### src/rtl/draw_rect_frame_if.sv
// Request/pixel bundle for the rectangle frame drawer.
// master issues draw requests and consumes pixels; slave is the draw engine.
interface draw_rect_frame_if #(
   parameter int X_W = 8,
   parameter int Y_W = 7,
   parameter int C_W = 3,
   parameter int T_W = 4
);
   logic           start;
   logic           abort;
   logic [X_W-1:0] x0;
   logic [Y_W-1:0] y0;
   logic [X_W-1:0] w;
   logic [Y_W-1:0] h;
   logic [T_W-1:0] thick;
   logic [C_W-1:0] color;
   logic           fill_en;
   logic [C_W-1:0] fill_color;
   logic           busy;
   logic           done;
   logic           writeEn;
   logic [X_W-1:0] x_out;
   logic [Y_W-1:0] y_out;
   logic [C_W-1:0] color_out;

   modport master (
      output start, abort, x0, y0, w, h, thick, color, fill_en, fill_color,
      input  busy, done, writeEn, x_out, y_out, color_out
   );

   modport slave (
      input  start, abort, x0, y0, w, h, thick, color, fill_en, fill_color,
      output busy, done, writeEn, x_out, y_out, color_out
   );
endinterface

### src/rtl/draw_rect_frame.sv
// Raster-scans a rectangle one cell per cycle, emitting border/interior pixels
// with screen clipping; outline mode jumps straight over the interior span.
module draw_rect_frame #(
   parameter int X_W      = 8,
   parameter int Y_W      = 7,
   parameter int C_W      = 3,
   parameter int T_W      = 4,
   parameter int SCREEN_W = 160,
   parameter int SCREEN_H = 120
) (
   input  logic               clk,
   input  logic               reset,
   draw_rect_frame_if.slave   bus
);

   typedef enum logic [1:0] {IDLE, DRAW, DONE} state_t;

   // Wide enough that col+t, row+t and 2t never wrap.
   localparam int XW = ((X_W > T_W) ? X_W : T_W) + 2;
   localparam int YW = ((Y_W > T_W) ? Y_W : T_W) + 2;

   typedef struct packed {
      logic [X_W-1:0] x0;
      logic [Y_W-1:0] y0;
      logic [X_W-1:0] w;
      logic [Y_W-1:0] h;
      logic [T_W-1:0] t;
      logic [C_W-1:0] color;
      logic           fill_en;
      logic [C_W-1:0] fill_color;
   } req_t;

   state_t         state, state_nxt;
   req_t           req;
   logic [X_W-1:0] col;
   logic [Y_W-1:0] row;

   logic [XW-1:0]  col_e, w_e, tx_e;
   logic [YW-1:0]  row_e, h_e, ty_e;
   logic           col_int, row_int, interior;
   logic           last_col, last_row, skip;
   logic [X_W:0]   px;
   logic [Y_W:0]   py;
   logic           on_screen;
   logic           empty_req;

   assign col_e = XW'(col);
   assign row_e = YW'(row);
   assign w_e   = XW'(req.w);
   assign h_e   = YW'(req.h);
   assign tx_e  = XW'(req.t);
   assign ty_e  = YW'(req.t);

   assign col_int  = (col_e >= tx_e) && ((col_e + tx_e) < w_e);
   assign row_int  = (row_e >= ty_e) && ((row_e + ty_e) < h_e);
   assign interior = col_int && row_int;

   assign last_col = (col == (req.w - X_W'(1)));
   assign last_row = (row == (req.h - Y_W'(1)));

   // Jump from the last left-border cell to the first right-border cell, but
   // only when an interior span actually exists (2t < w), else it would rewind.
   assign skip = !req.fill_en && row_int && ((col_e + XW'(1)) == tx_e) &&
                 ((tx_e << 1) < w_e);

   assign px        = (X_W+1)'(req.x0) + (X_W+1)'(col);
   assign py        = (Y_W+1)'(req.y0) + (Y_W+1)'(row);
   assign on_screen = (px < (X_W+1)'(SCREEN_W)) && (py < (Y_W+1)'(SCREEN_H));

   assign empty_req = (bus.w == '0) || (bus.h == '0);

   always_ff @(posedge clk) begin
      if (reset) state <= IDLE;
      else       state <= state_nxt;
   end

   always_comb begin
      state_nxt = state;
      case (state)
         IDLE: if (bus.start) state_nxt = empty_req ? DONE : DRAW;
         DRAW: begin
            if (bus.abort)                 state_nxt = IDLE;
            else if (last_col && last_row) state_nxt = DONE;
         end
         DONE:    state_nxt = IDLE;
         default: state_nxt = IDLE;
      endcase
   end

   always_comb begin
      bus.busy      = 1'b0;
      bus.done      = 1'b0;
      bus.writeEn   = 1'b0;
      bus.x_out     = '0;
      bus.y_out     = '0;
      bus.color_out = '0;
      if (!reset) begin
         case (state)
            DRAW: begin
               bus.busy      = 1'b1;
               bus.writeEn   = on_screen;
               bus.x_out     = px[X_W-1:0];
               bus.y_out     = py[Y_W-1:0];
               bus.color_out = (interior && req.fill_en) ? req.fill_color : req.color;
            end
            DONE:    bus.done = 1'b1;
            default: ;
         endcase
      end
   end

   // Request latch and raster cursor.
   always_ff @(posedge clk) begin
      if (reset) begin
         req <= '0;
         col <= '0;
         row <= '0;
      end else begin
         case (state)
            IDLE: if (bus.start) begin
               req.x0         <= bus.x0;
               req.y0         <= bus.y0;
               req.w          <= bus.w;
               req.h          <= bus.h;
               req.t          <= (bus.thick == '0) ? T_W'(1) : bus.thick;
               req.color      <= bus.color;
               req.fill_en    <= bus.fill_en;
               req.fill_color <= bus.fill_color;
               col            <= '0;
               row            <= '0;
            end
            DRAW: if (!bus.abort) begin
               if (last_col) begin
                  col <= '0;
                  row <= row + Y_W'(1);
               end else if (skip) begin
                  col <= req.w - X_W'(req.t);
               end else begin
                  col <= col + X_W'(1);
               end
            end
            default: ;
         endcase
      end
   end

endmodule

### src/flat_wrapper.sv
// flat-port wrapper written by rule: the top's interface ports become plain ports
module draw_rect_frame_flat 
#(
   parameter int X_W      = 8,
   parameter int Y_W      = 7,
   parameter int C_W      = 3,
   parameter int T_W      = 4,
   parameter int SCREEN_W = 160,
   parameter int SCREEN_H = 120
)
  (clk, reset, bus_start, bus_abort, bus_x0, bus_y0, bus_w, bus_h, bus_thick, bus_color, bus_fill_en, bus_fill_color, bus_busy, bus_done, bus_writeEn, bus_x_out, bus_y_out, bus_color_out);
  draw_rect_frame_if #(.X_W(X_W), .Y_W(Y_W), .C_W(C_W), .T_W(T_W)) bus_i ();
  input  logic clk;
  input  logic reset;
  input wire logic [$bits(bus_i.start)-1:0] bus_start;
  input wire logic [$bits(bus_i.abort)-1:0] bus_abort;
  input wire logic [$bits(bus_i.x0)-1:0] bus_x0;
  input wire logic [$bits(bus_i.y0)-1:0] bus_y0;
  input wire logic [$bits(bus_i.w)-1:0] bus_w;
  input wire logic [$bits(bus_i.h)-1:0] bus_h;
  input wire logic [$bits(bus_i.thick)-1:0] bus_thick;
  input wire logic [$bits(bus_i.color)-1:0] bus_color;
  input wire logic [$bits(bus_i.fill_en)-1:0] bus_fill_en;
  input wire logic [$bits(bus_i.fill_color)-1:0] bus_fill_color;
  output wire logic [$bits(bus_i.busy)-1:0] bus_busy;
  output wire logic [$bits(bus_i.done)-1:0] bus_done;
  output wire logic [$bits(bus_i.writeEn)-1:0] bus_writeEn;
  output wire logic [$bits(bus_i.x_out)-1:0] bus_x_out;
  output wire logic [$bits(bus_i.y_out)-1:0] bus_y_out;
  output wire logic [$bits(bus_i.color_out)-1:0] bus_color_out;
  assign bus_i.start = bus_start;
  assign bus_i.abort = bus_abort;
  assign bus_i.x0 = bus_x0;
  assign bus_i.y0 = bus_y0;
  assign bus_i.w = bus_w;
  assign bus_i.h = bus_h;
  assign bus_i.thick = bus_thick;
  assign bus_i.color = bus_color;
  assign bus_i.fill_en = bus_fill_en;
  assign bus_i.fill_color = bus_fill_color;
  assign bus_busy = bus_i.busy;
  assign bus_done = bus_i.done;
  assign bus_writeEn = bus_i.writeEn;
  assign bus_x_out = bus_i.x_out;
  assign bus_y_out = bus_i.y_out;
  assign bus_color_out = bus_i.color_out;
  draw_rect_frame #(.X_W(X_W), .Y_W(Y_W), .C_W(C_W), .T_W(T_W), .SCREEN_W(SCREEN_W), .SCREEN_H(SCREEN_H)) u_core (.clk(clk), .reset(reset), .bus(bus_i));
endmodule
### config.mk
export PLATFORM = sky130hd
export DESIGN_NAME = draw_rect_frame_flat
export DESIGN_NICKNAME = d
export VERILOG_FILES = /design/src/rtl/draw_rect_frame_if.sv /design/src/rtl/draw_rect_frame.sv /design/src/flat_wrapper.sv
export SDC_FILE = /design/constraint.sdc
export NUM_CORES = 1
export LEC_CHECK = 0
export BUFFER_PORTS_ARGS = -buffer_cell sky130_fd_sc_hd__buf_2
export CAP_MARGIN = 40
export CORE_MARGIN = 5
export CORE_UTILIZATION = 30
export CTS_CLUSTER_DIAMETER = 80
export DETAILED_ROUTE_END_ITERATION = 8
export GPL_TIMING_DRIVEN = 0
export PLACE_DENSITY_LB_ADDON = 0.3
export SLEW_MARGIN = 20
export SYNTH_ARGS = -nofsm -noshare
export SYNTH_HDL_FRONTEND = slang
export SYNTH_SLANG_ARGS = --single-unit
### constraint.sdc
create_clock -name clk -period 4.34 [get_ports clk]
set_clock_uncertainty 0.15 [all_clocks]
set_input_delay 0.651 -clock clk [delete_from_list [all_inputs] [get_ports clk]]
set_output_delay 0.651 -clock clk [all_outputs]
set_load 0.03 [all_outputs]
# Word level (Yosys, flattened, before mapping)
# Index checks and enable logic that the tools add are counted.
dict set report op_classes {
  n_addsub 10
  n_lt_le_gt_ge 7
  eq_ne 9
  mux 28
  n_reduce_logical 20
}
# op count
set op_table {}
lappend op_table {{$mux W8} 6}
lappend op_table {{$mux W7} 5}
lappend op_table {{$pmux W8 S2} 1}
lappend op_table {{$pmux W7 S2} 1}
lappend op_table {{$eq A10 B4 Y1} 1}
lappend op_table {{$lt A10 B8 Y1} 1}
lappend op_table {{$add A8 B1 Y9 const B} 1}
lappend op_table {{$add A8 B4 Y9} 1}
lappend op_table {{$add A8 B8 Y9} 1}
lappend op_table {{$logic_and A1 B1 Y1} 9}
lappend op_table {{$lt A9 B7 Y1} 1}
lappend op_table {{$lt A9 B8 Y1 const B} 1}
lappend op_table {{$mux W3} 3}
lappend op_table {{$add A7 B4 Y8} 1}
lappend op_table {{$add A7 B7 Y8} 1}
lappend op_table {{$add A8 B1 Y8 const B} 1}
lappend op_table {{$eq A8 B8 Y1} 1}
lappend op_table {{$ge A8 B4 Y1} 1}
lappend op_table {{$logic_not A8 Y1} 1}
lappend op_table {{$lt A5 B8 Y1} 1}
lappend op_table {{$lt A8 B7 Y1 const B} 1}
lappend op_table {{$mux W2} 4}
lappend op_table {{$sub A8 B1 Y8 const B} 1}
lappend op_table {{$sub A8 B4 Y8} 1}
lappend op_table {{other kinds (21)} 28}
dict set report word_totals {
  regBits 58
  input_bits 45
  output_inout_bits 21
  word_cells 85
}

# Depth between registers and ports, before layout
# Gate-level depths: netlist of run 1.
dict set report depth {
  word_depth 10
  ltp_mapped 16
  depth_no_buf 16
}

# Worst setup path before layout of run 1
# No wires, ideal clock.
dict set report synth_path {
  path_kind {flip-flop to output port}
  start {reg u_core.req[8] in the netlist's numbering}
  end {out bus_color_out[0]}
  t_arrival_ps 3287
  required_ps 3539
  setup_slack_ps 252
  stages_incl_launch_ff 14
  n_path_buf 0
  path_cell_list {dfxtp_1 > inv_1 > fa_1 > o21bai_1 > a21oi_1 > nor2_1 > xor2_1 > ha_1 > and3_1 > a22o_1 > nor4b_1 > and3_1 > nand3_1 > a21oi_1}
}
dict set report synth_via {
  elab_chain_cells 8
  elab_cells_between_ends 13
  cone_classes {add/sub (2); order compare (4); mux (3); reduce/logical (4)}
}
# element line_no
set synth_rtl {}
lappend synth_rtl {{start, declared} draw_rect_frame.sv:34} ;# req_t req;
lappend synth_rtl {{$add A8 B4 Y9 or $add A7 B4 Y8 (tied branches)} {draw_rect_frame.sv:54, draw_rect_frame.sv:55}}
lappend synth_rtl {{$lt A10 B8 Y1 or $lt A9 B7 Y1 (tied branches)} {draw_rect_frame.sv:54, draw_rect_frame.sv:55}}
lappend synth_rtl {{$logic_and A1 B1 Y1 (on tied branches)} {draw_rect_frame.sv:54, draw_rect_frame.sv:55}}
lappend synth_rtl {{$logic_and A1 B1 Y1 *} draw_rect_frame.sv:56} ;# assign interior = col_int && row_int;
lappend synth_rtl {{$logic_and A1 B1 Y1 *} draw_rect_frame.sv:104} ;# bus.color_out = (interior && req.fill_en) ? req.fill_color : req.color;
lappend synth_rtl {{$mux W3 *} draw_rect_frame.sv:104}
lappend synth_rtl {{$mux W3 *} draw_rect_frame.sv:98} ;# case (state)
lappend synth_rtl {{$mux W3 *} draw_rect_frame.sv:97} ;# if (!reset) begin
lappend synth_rtl {{end, declared} flat_wrapper.sv:30} ;# output wire logic [$bits(bus_i.color_out)-1:0] bus_color_out;
# Every way passes the cells marked *; elsewhere a longest branch is shown, timed or not.

# Final worst setup path of run 1
dict set report layout_path {
  start {reg u_core.req[7] in the netlist's numbering}
  end {out bus_color_out[0]}
}
# Same word-level chain as after synthesis.

==> metrics.csv, run 1 <==
metric,value,unit
outcome,"finished, final reports clean",
Leakage,2.48,nW
GPL Wtd Cong,0.849,
CP max stage delay,0.37,ns
Post-synth EDFFs,0,
pin count of the biggest net entering global routing,11,
"Max FO, Critical Path",3,
clk_lat worst skew,0.33,ns
# fillers,1610,
primary flip-flop cell chosen by synthesis mapping,dfxtp_1,
Synth Area in Compound Gates,19.7,%
pre-CTS WS,-0.234,ns
Die Ht,135,um
Non-Filler Instances,913,
Worst setup SP type,flip-flop,
Seq pwr share,35.1,%
critical path type,flip-flop to output port,
Hold Slack,0.309,ns
Final period util,97.6,%
grt ovf,0,
DP Cell Count,890,
switching share of total power,30.5,%
Ports,66,
area delta synth->final,23.8,%
Die W,135,um
synthesized net count,720,
"commonest non-fill, non-tap cells in the layout","nand2_1 (101), buf_2 (67), a21oi_1 (62)",
Final Power,1.70,mW
CTS buffer count,9,
WL final,14.0,mm
clk root buf,clkbuf_16,
ANT cells,0,
hold path endpoint,u_core.req[39]$_SDFFE_PP0P_,
Syn Area/Cell,7.63,sq um
Slew HR,53.4,%
"Warnings, synthesis",0,
VDD IR max,0.000200,V
drt drc,0,
vias per inst,4.90,
f_max,236,MHz
worst slew pin tran,0.700,ns
clock tree buffer depth,2,
number of H-tree levels,3,
CP cell instances,"ha_4, inv_2, fa_2, o21bai_1, a21oi_2, nor2_1, xor2_1, ha_1, and3_4, a22o_1, nor4b_4, and3_4, nand3_1, a21oi_2, buf_6",
Cell Pwr Density,293,nW/um^2
final core occ,38.0,%
flop2flop setup slack,0.61,ns
"Seq/Total Area, Yosys",24.8,%
total core area,15300,sq um
Initial DRT Pass Iterations,4,
WP data required,3.54,ns
vias in the first global route,4305,
Final Setup Violations,0,
final setup TNS,0,ns
Avg WL per Cell,15.4,um
worst hold path startpoint,u_core.req[39]$_SDFFE_PP0P_,
Final #Nets,804,
unique cell type count in the Yosys netlist,55,
GRT Util Overall,15.3,%
number of max-cap violations,0,
"CTS clk-pin slew, worst paths",0.05,ns
worst setup margin,0.102,ns
P_sw,0.517,mW
first-pass GRT wire length,21.8,mm
hold path depth,2,
post-synthesis xor/xnor area fraction,9.16,%
via count,4474,
Sequential cell area,1180,sq um
Logic pwr share,23.6,%
unrepaired setup endpoints after global routing,true,
worst hold path type,flip-flop to flip-flop,
worst r2r dst,u_core.col[0]$_SDFFE_PP0P_,
CP endpoint kind,output port,
# rows,45,
CP max stage cell,dfxtp_4,
max-slew violations,0,
Synth Area in Adders,17.1,%
Internal Power,1.18,mW
Die Area,18200,sq um
Simple-Gate Fraction of Synth Area,22.9,%
Multi-input gate area,3410,sq um
clk sinks,58,
cts hold-fix bufs,0,
TritonCTS clock tree,done,
final worst path period need,4.24,ns
mapped cell area,4690,sq um
IO Port Bufs,65,
DRT iter0 DRCs,231,
final hold violations,0,
Initial Utilization,30.7,%
"Design Area, Final",5800,sq um
layout cells sized above 1,18.8,%
dpl cell area,5280,sq um
Synth Register Bits,58,
detailed placer's ending HPWL,11.1,mm
largest area contributor in the netlist,dfxtp_1,
Detail Route Antenna Nets,0,
worst reg2reg path depth,15,
mux share of post-synthesis cell area,1.09,%
antenna violations before repair,0,
main combinational cell family by area after synthesis,simple AND/OR/NAND/NOR gates,
cells after synthesis,614,
Synth area leaders,"dfxtp_1 (25%), ha_1 (15%), nand2_1 (8.1%)",
Critical R2R Launch,u_core.req[7]$_SDFFE_PP0P_,
Clock power frac,41.3,%
top cell type's share of synthesized area,24.8,%
arrival time at the worst endpoint,3.44,ns
"commonest non-fill, non-tap cell in the layout",nand2_1,
ys async rst share,0,%
## power groups by stage
stage                     Sequential [mW]  Clock, mW  Combinational, mW
after global routing                0.600      0.737              0.449
final                               0.596      0.702              0.400
after CTS                           0.594      0.714              0.389
after global placement              0.610          0              0.368
after floorplan                     0.595          0              0.271
after detailed placement            0.610          0              0.371
## logic make-up after synthesis
family | count (synthesis)
AO/OA/AOI/OAI | 147
XOR/XNOR | 49
adder cells (fa/ha/maj) | 61
buffers and inverters | 64
flip-flops | 58
multiplexers | 5
AND/OR/NAND/NOR | 230
## flip-flops by register name, indices dropped and copies added (netlist names)
name / flops
u_core.req: 34
u_core.col: 8
u_core.h_e: 7
u_core.row: 7
u_core.state: 2
## critical path: cells and delay by family, from the launching register on
family / cells / cell delay, ns
AND/OR/NAND/NOR: 5 / 0.94
XOR/XNOR: 1 / 0.16
AO/OA/AOI/OAI: 4 / 0.67
flip-flops: 1 / 0.37
buffers and inverters: 2 / 0.19
adder cells (fa/ha/maj): 3 / 0.77
## routing by layer
metal | routed length (um) | GRT usage [%]
met2 | 6900 | 26.3
met4 | 521 | 7.61
met1 | 6250 | 18.3
met5 | 0 | 0
met3 | 346 | 2.98
## repair_timing
item / CTS / global route
resized for setup: 31 / 23
buffers inserted: 5 / 3
pin swaps: 9 / 17
setup endpoints to repair: 3 / 3
## cell usage after synthesis, types with 3 or more instances
cell / number
nand2_1: 101
a21oi_1: 68
dfxtp_1: 58
ha_1: 56
nor2_1: 43
inv_1: 37
xor2_1: 25
xnor2_1: 24
clkbuf_1: 22
o21ai_0: 21
nand3_1: 18
nor3_1: 12
and3_1: 11
nor4_1: 9
a21o_1: 8
nand4_1: 6
nor2b_1: 6
o21a_1: 6
o21bai_1: 6
o31ai_1: 6
buf_2: 5
fa_1: 5
nand2b_1: 5
o211ai_1: 5
o2bb2ai_1: 5
mux2i_1: 4
o22ai_1: 3
or3_1: 3
or4_1: 3
## area by class of cell
class / instances / area share [%]
Multi-Input combinational cell: 492 / 58.8
Inverter: 37 / 2.48
Clock buffer: 12 / 4.25
Clock inverter: 3 / 0.690
Sequential cell: 58 / 20.4
Tap cell: 211 / 4.55
Buffer: 27 / 1.85
Timing Repair Buffer: 73 / 6.97
## worst max path at each step
stage | startpoint | to | slack (ns)
after global placement | u_core.req[9]$_SDFFE_PP0P_ | bus_color_out[1] | -0.18
final | u_core.req[7]$_SDFFE_PP0P_ | bus_color_out[0] | 0.10
after CTS | u_core.req[7]$_SDFFE_PP0P_ | bus_color_out[1] | 0.004
after global routing | u_core.req[7]$_SDFFE_PP0P_ | bus_color_out[0] | -0.07
after floorplan | u_core.req[8]$_SDFFE_PP0P_ | bus_color_out[0] | 0.25
after detailed placement | u_core.req[9]$_SDFFE_PP0P_ | bus_color_out[1] | -0.23
No activity file was read; power rests on OpenSTA's default activity.
==> run 2: changes to the inputs <==
--- a/config.mk
+++ b/config.mk
@@ -8,11 +8,12 @@
 export BUFFER_PORTS_ARGS = -buffer_cell sky130_fd_sc_hd__buf_2
 export CAP_MARGIN = 40
 export CORE_MARGIN = 5
-export CORE_UTILIZATION = 30
+export CORE_UTILIZATION = 59
 export CTS_CLUSTER_DIAMETER = 80
 export DETAILED_ROUTE_END_ITERATION = 8
 export GPL_TIMING_DRIVEN = 0
 export PLACE_DENSITY_LB_ADDON = 0.3
+export SKIP_CTS_REPAIR_TIMING = 1
 export SLEW_MARGIN = 20
 export SYNTH_ARGS = -nofsm -noshare
 export SYNTH_HDL_FRONTEND = slang
==> run 2 against run 1 <==
  * The flow now finishes with violations (setup timing)
  * First-iteration DRC count rose by 6.9%
  * Setup slack got worse by 0.24 ns
  * Via count rose by 4.7%
  * Core utilization rose by 34 points
  * Clock-buffer cell count fell by 1
  * Clock power fell by 19%
  * Critical path depth did not move
  * Final area fell by 4.5%
  * Flip-flop and latch count did not move
  * Wire length fell by 2.9%
  * Critical path type unchanged
  * Critical endpoint is now bus_color_out[1]
  * Largest cell class unchanged
  * Highest routed layer unchanged
==> metrics.csv, run 2 (same netlist as run 1, synthesis figures left out) <==
metric,value,unit,change
GRT Util Overall,27.4,%,+12 points
pre-CTS WS,-0.218,ns,+0.0163 ns
max-slew violations,0,,unchanged
worst hold path type,flip-flop to flip-flop,,
IO Port Bufs,65,,unchanged
CP endpoint kind,output port,,
drt drc,0,,unchanged
worst setup margin,-0.140,ns,-0.242 ns
Die Ht,99.1,um,-27%
Non-Filler Instances,803,,-12%
Hold Slack,0.314,ns,+0.00569 ns
grt ovf,0,,unchanged
pin count of the biggest net entering global routing,11,,unchanged
Detail Route Antenna Nets,0,,unchanged
first-pass GRT wire length,21.8,mm,about the same
outcome,finished with violations,,
via count,4683,,+4.7%
final core occ,71.7,%,+34 points
WL final,13.6,mm,-2.9%
"CTS clk-pin slew, worst paths",0.07,ns,+0.02 ns
"commonest non-fill, non-tap cells in the layout","nand2_1 (101), buf_2 (67), a21oi_1 (63)",,
worst slew pin tran,0.695,ns,-0.00476 ns
WP data required,3.54,ns,about the same
# fillers,637,,-60%
Top Metal Used,met4,,
ANT cells,0,,unchanged
Seq pwr share,38.3,%,+3.2 points
Worst setup SP type,flip-flop,,
Logic pwr share,25.2,%,+1.6 points
Die Area,9830,sq um,-46%
CP max stage cell,dfxtp_2,,
Final period util,103,%,+5.6 points
Final #Nets,802,,-0.25%
critical path type,flip-flop to output port,,
final setup TNS,-0.375,ns,-0.375 ns
GPL Wtd Cong,0.916,,+7.9%
vias in the first global route,4652,,+8.1%
Die W,99.1,um,-27%
VDD IR max,0.000232,V,+16%
CTS buffer count,9,,unchanged
final worst path period need,4.48,ns,+0.242 ns
Internal Power,1.06,mW,-10%
f_max,223,MHz,-5.4%
TritonCTS clock tree,done,,
# rows,32,,-29%
Top Family by Delay on Critical Path,simple AND/OR/NAND/NOR gates,,
failing checks,setup timing,,
arrival time at the worst endpoint,3.68,ns,+0.24 ns
dpl cell area,5140,sq um,-2.6%
clock tree buffer depth,2,,unchanged
clk_lat worst skew,0.34,ns,about the same
clk sinks,58,,unchanged
total core area,7730,sq um,-49%
antenna violations before repair,0,,unchanged
Final Setup Violations,3,,+3
largest reg by FF count,u_core.req,,
"Design Area, Final",5540,sq um,-4.5%
unrepaired setup endpoints after global routing,true,,
DRT iter0 DRCs,247,,+6.9%
Initial Utilization,60.7,%,+30 points
clk root buf,clkbuf_8,,
CP max stage delay,0.42,ns,+0.05 ns
Avg WL per Cell,16.9,um,+10%
switching share of total power,32.1,%,+1.7 points
Leakage,2.44,nW,-1.7%
Final Power,1.56,mW,-8.1%
M1 WL,5.77,mm,-7.8%
Met2 Routed Length,6.81,mm,-1.3%
P_sw,0.502,mW,-3.1%
Ports,66,,unchanged
Cell Pwr Density,282,nW/um^2,-3.8%
Clock power frac,36.5,%,-4.8 points
"commonest non-fill, non-tap cell in the layout",nand2_1,,
DP Cell Count,781,,-12%
crit path buf inv count,2,,unchanged
Slew HR,53.5,%,+0.15 points
DR WL met3,610,um,+76%
vias per inst,5.83,,+19%
"Max FO, Critical Path",7,,+4
area delta synth->final,18.3,%,
detailed placer's ending HPWL,10.4,mm,-5.8%
number of H-tree levels,3,,unchanged
max reg flops,34,,unchanged
CP cell instances,"ha_1, inv_1, fa_2, o21bai_1, a21oi_2, nor2_1, xor2_1, ha_1, and3_4, a22o_1, nor4b_4, and3_4, nand3_2, a21oi_2, buf_6",,
Initial DRT Pass Iterations,4,,unchanged
number of max-cap violations,0,,unchanged
final hold violations,0,,unchanged
Regs by FF count,"u_core.req x34, u_core.col x8",,
layout cells sized above 1,17.8,%,-0.97 points
-- run 2: power groups by stage --
stage,sequential [mW],clock [mW],combinational [mW]
global route,0.601,0.595,0.437
detailed placement,0.609,0,0.365
CTS,0.597,0.570,0.368
floorplan,0.595,0,0.271
finish,0.597,0.569,0.394
global placement,0.607,0,0.351
-- run 2: routing by layer --
layer / GRT usage, % / vias up
li1: - / 2310
met1: 32.6 / 2222
met2: 48.9 / 114
met3: 4.56 / 37
met4: 10.6 / 0
met5: 0 / -
-- run 2: worst paths after layout --
path | startpoint | slack, ns | end | cells after the start
max | u_core.col[0]$_SDFFE_PP0P_ | -0.14 | bus_color_out[1] | 15
min | u_core.req[35]$_SDFFE_PP0P_ | 0.31 | u_core.req[35]$_SDFFE_PP0P_ | 2
max reg2reg | u_core.row[0]$_SDFFE_PP0P_ | 0.67 | u_core.col[0]$_SDFFE_PP0P_ | 13
min reg2reg | u_core.req[35]$_SDFFE_PP0P_ | 0.31 | u_core.req[35]$_SDFFE_PP0P_ | 2
-- run 2: final cells by class --
cell class,instances,area [sq um],share of cell area [%]
buffer,27,108,1.94
clock buffer,11,141,2.55
clock inverter,5,77.6,1.40
inverter,37,143,2.57
timing repair buffer,71,389,7.02
multi-input combinational,492,3380,60.9
sequential,58,1180,21.3
tap,102,128,2.30
-- run 2: tightest hold or removal path, cell delays in order (launching register included) --
cell	delay, ns
dfxtp_1	0.32
nand2_1	0.05
a21oi_1	0.05
==> run 3: changes to the inputs <==
--- a/config.mk
+++ b/config.mk
@@ -5,6 +5,7 @@
 export SDC_FILE = /design/constraint.sdc
 export NUM_CORES = 1
 export LEC_CHECK = 0
+export ABC_AREA = 1
 export BUFFER_PORTS_ARGS = -buffer_cell sky130_fd_sc_hd__buf_2
 export CAP_MARGIN = 40
 export CORE_MARGIN = 5
==> run 3 against run 2 <==
  * The run now ends clean
  * First-iteration DRC count increased by 32%
  * Flip-flop and latch count unchanged
  * Die area increased by 5.5%
  * Final area increased by 6.3%
  * Clock-buffer cell count unchanged
==> metrics.csv, run 3 <==
metric,value,unit,change
Final Power,1.69,mW,+8.1%
hold path depth,2,,unchanged
detailed placer's ending HPWL,11.0,mm,+5.9%
clk_lat worst skew,0.35,ns,about the same
via count,5307,,+13%
IO Port Bufs,65,,unchanged
# rows,33,,+3.1%
Slew HR,56.9,%,+3.4 points
top cell type's share of synthesized area,23.3,%,-1.4 points
Ports,66,,unchanged
"Warnings, synthesis",0,,unchanged
vias per inst,5.70,,-2.3%
Die Ht,102,um,+2.7%
primary flip-flop cell chosen by synthesis mapping,dfxtp_1,,
number of H-tree levels,3,,unchanged
GRT Util Overall,28.1,%,+0.73 points
WL final,14.9,mm,+9.2%
switching share of total power,36.4,%,+4.2 points
final hold violations,0,,unchanged
total core area,8220,sq um,+6.3%
Logic pwr share,33.3,%,+8.1 points
GPL Wtd Cong,0.913,,-0.33%
f_max,231,MHz,+3.5%
TritonCTS clock tree,done,,
grt ovf,0,,unchanged
Initial Utilization,60.5,%,-0.12 points
VDD IR max,0.000179,V,-23%
WP data required,3.54,ns,about the same
Initial DRT Pass Iterations,8,,+4
dpl cell area,5430,sq um,+5.6%
ys async rst share,0,%,unchanged
clk sinks,58,,unchanged
unique cell type count in the Yosys netlist,44,,-20%
cells after synthesis,728,,+19%
Final #Nets,929,,+16%
clock tree buffer depth,2,,unchanged
worst reg2reg path depth,19,,+6
"CTS clk-pin slew, worst paths",0.07,ns,about the same
Die W,102,um,+2.7%
Die Area,10400,sq um,+5.5%
pin count of the biggest net entering global routing,11,,unchanged
outcome,"finished, final reports clean",,
Seq pwr share,36.4,%,-1.9 points
P_sw,0.613,mW,+22%
most frequent cells after synthesis,"nand2_1 (132), nor2_1 (93), inv_1 (75)",,
Detail Route Antenna Nets,0,,unchanged
arrival time at the worst endpoint,3.53,ns,-0.15 ns
"commonest non-fill, non-tap cell in the layout",nand2_1,,
largest reg by FF count,u_core.req,,
Synth Register Bits,58,,unchanged
largest area contributor in the netlist,dfxtp_1,,
Syn Area/Cell,6.83,sq um,-11%
"Design Area, Final",5890,sq um,+6.3%
drt drc,0,,unchanged
Final period util,99.7,%,-3.5 points
vias in the first global route,5022,,+8.0%
Avg WL per Cell,16.0,um,-5.8%
number of max-cap violations,0,,unchanged
CTS buffer count,9,,unchanged
DRT iter0 DRCs,326,,+32%
worst hold path type,flip-flop to flip-flop,,
Post-synth EDFFs,0,,unchanged
"Max FO, Critical Path",6,,-1
CP endpoint kind,output port,,
Clock power frac,30.3,%,-6.2 points
max-slew violations,0,,unchanged
critical path type,flip-flop to output port,,
Synth area leaders,"dfxtp_1 (23%), ha_1 (14%), nand2_1 (10%)",,
"Seq/Total Area, Yosys",23.3,%,-1.4 points
area delta synth->final,18.5,%,
Worst setup SP type,flip-flop,,
Internal Power,1.07,mW,+1.4%
final worst path period need,4.33,ns,-0.152 ns
ANT cells,0,,unchanged
"count leader, synth",nand2_1,,
"commonest non-fill, non-tap cells in the layout","nand2_1 (132), nor2_1 (91), inv_1 (72)",,
max reg flops,34,,unchanged
# fillers,687,,+7.8%
antenna violations before repair,0,,unchanged
Leakage,2.82,nW,+16%
layout cells sized above 1,19.1,%,+1.3 points
mapped cell area,4970,sq um,+6.1%
first-pass GRT wire length,23.1,mm,+5.9%
Cell Pwr Density,286,nW/um^2,+1.7%
Final Setup Violations,0,,-3
clk root buf,clkbuf_8,,
synthesized net count,834,,+16%
worst slew pin tran,0.647,ns,-0.0485 ns
Regs by FF count,"u_core.req x34, u_core.col x8",,
==> run 3: cell count changes in the layout (fill, tap and decap cells not counted), sizes merged, moves of 17 or more <==
cell and delta:
buf +17, inv +39, nand2 +35, nand3 +29
nor2 +56, o21ai +31
==> run 3: path summary, 6_finish.rpt <==
check | to | slack (ns) | from
setup / recovery | bus_color_out[0] | 0.01 | u_core.req[8]$_SDFFE_PP0P_
hold / removal | u_core.req[1]$_SDFFE_PP0P_ | 0.32 | u_core.req[1]$_SDFFE_PP0P_
setup reg to reg | u_core.col[7]$_SDFFE_PP0P_ | 1.05 | u_core.req[8]$_SDFFE_PP0P_
hold reg to reg | u_core.req[1]$_SDFFE_PP0P_ | 0.32 | u_core.req[1]$_SDFFE_PP0P_
==> run 3: layout make-up <==
type	instances	area [sq um]	share of cell area (%)
multi-input cells	564	3470	58.9
flip-flops and latches	58	1180	20.1
repair buffers	84	475	8.07
inverters	80	312	5.29
clock buffers	11	151	2.57
well taps	105	131	2.23
plain buffers	26	128	2.17
clock inverters	3	40.0	0.679
==> run 3: power groups by stage <==
stage	registers [mW]	clock network (mW)	logic, mW
after floorplan	0.611	0	0.381
after CTS	0.613	0.518	0.511
final	0.615	0.511	0.561
after global routing	0.619	0.541	0.620
after detailed placement	0.625	0	0.508
after global placement	0.623	0	0.491
==> run 3: per-layer routing <==
layer	part of all wire, %	up-vias	GRT usage, %	wire [um]
met5	0	-	0	0
met4	3.7	0	12.7	545
met3	6.1	50	4.64	910
met2	50	208	48.0	7400
met1	40	2458	34.7	6000
li1	-	2591	-	-
==> run 3: worst max-delay path, stage by stage (launching register included) <==
cell,delay (ns)
dfxtp_4,0.39
clkinvlp_4,0.15
buf_4,0.17
ha_1,0.32
nor2_1,0.18
nand2_1,0.12
nand2_2,0.13
a31oi_1,0.10
xor2_1,0.16
ha_1,0.28
nand2_1,0.05
a21oi_1,0.33
nor2_8,0.05
and3_4,0.19
buf_6,0.12
nand3_1,0.07
nand2_1,0.06
nor2_1,0.13
buf_4,0.17
==> run 3: metrics by stage <==
| step | setup TNS (ns) | utilization (%) | worst slack (ns) | hold slack, ns | cells |
|---|---|---|---|---|---|
| after global placement | 0 | 66.1 | 0.0845 | 0.296 | 898 |
| final | 0 | 71.7 | 0.0123 | 0.316 | 931 |
| after floorplan | 0 | - | 0.464 | 0.280 | 728 |
| after detailed placement | 0 | 66.1 | 0.0437 | 0.302 | 898 |
| after CTS | -1.03 | 68.4 | -0.352 | 0.312 | 912 |
| after global routing | -0.318 | 71.7 | -0.124 | 0.349 | 931 |
==> run 3: kinds of logic (layout without fill, tap and decap cells) <==
logic type | Yosys count | count (layout) | share of synthesized area, %
AO/OA/AOI/OAI | 139 | 139 | 14.9
buffers and inverters | 106 | 204 | 8.53
AND/OR/NAND/NOR | 318 | 318 | 28.6
XOR/XNOR | 46 | 46 | 8.53
adder cells (fa/ha/maj) | 61 | 61 | 16.1
flip-flops | 58 | 58 | 23.3
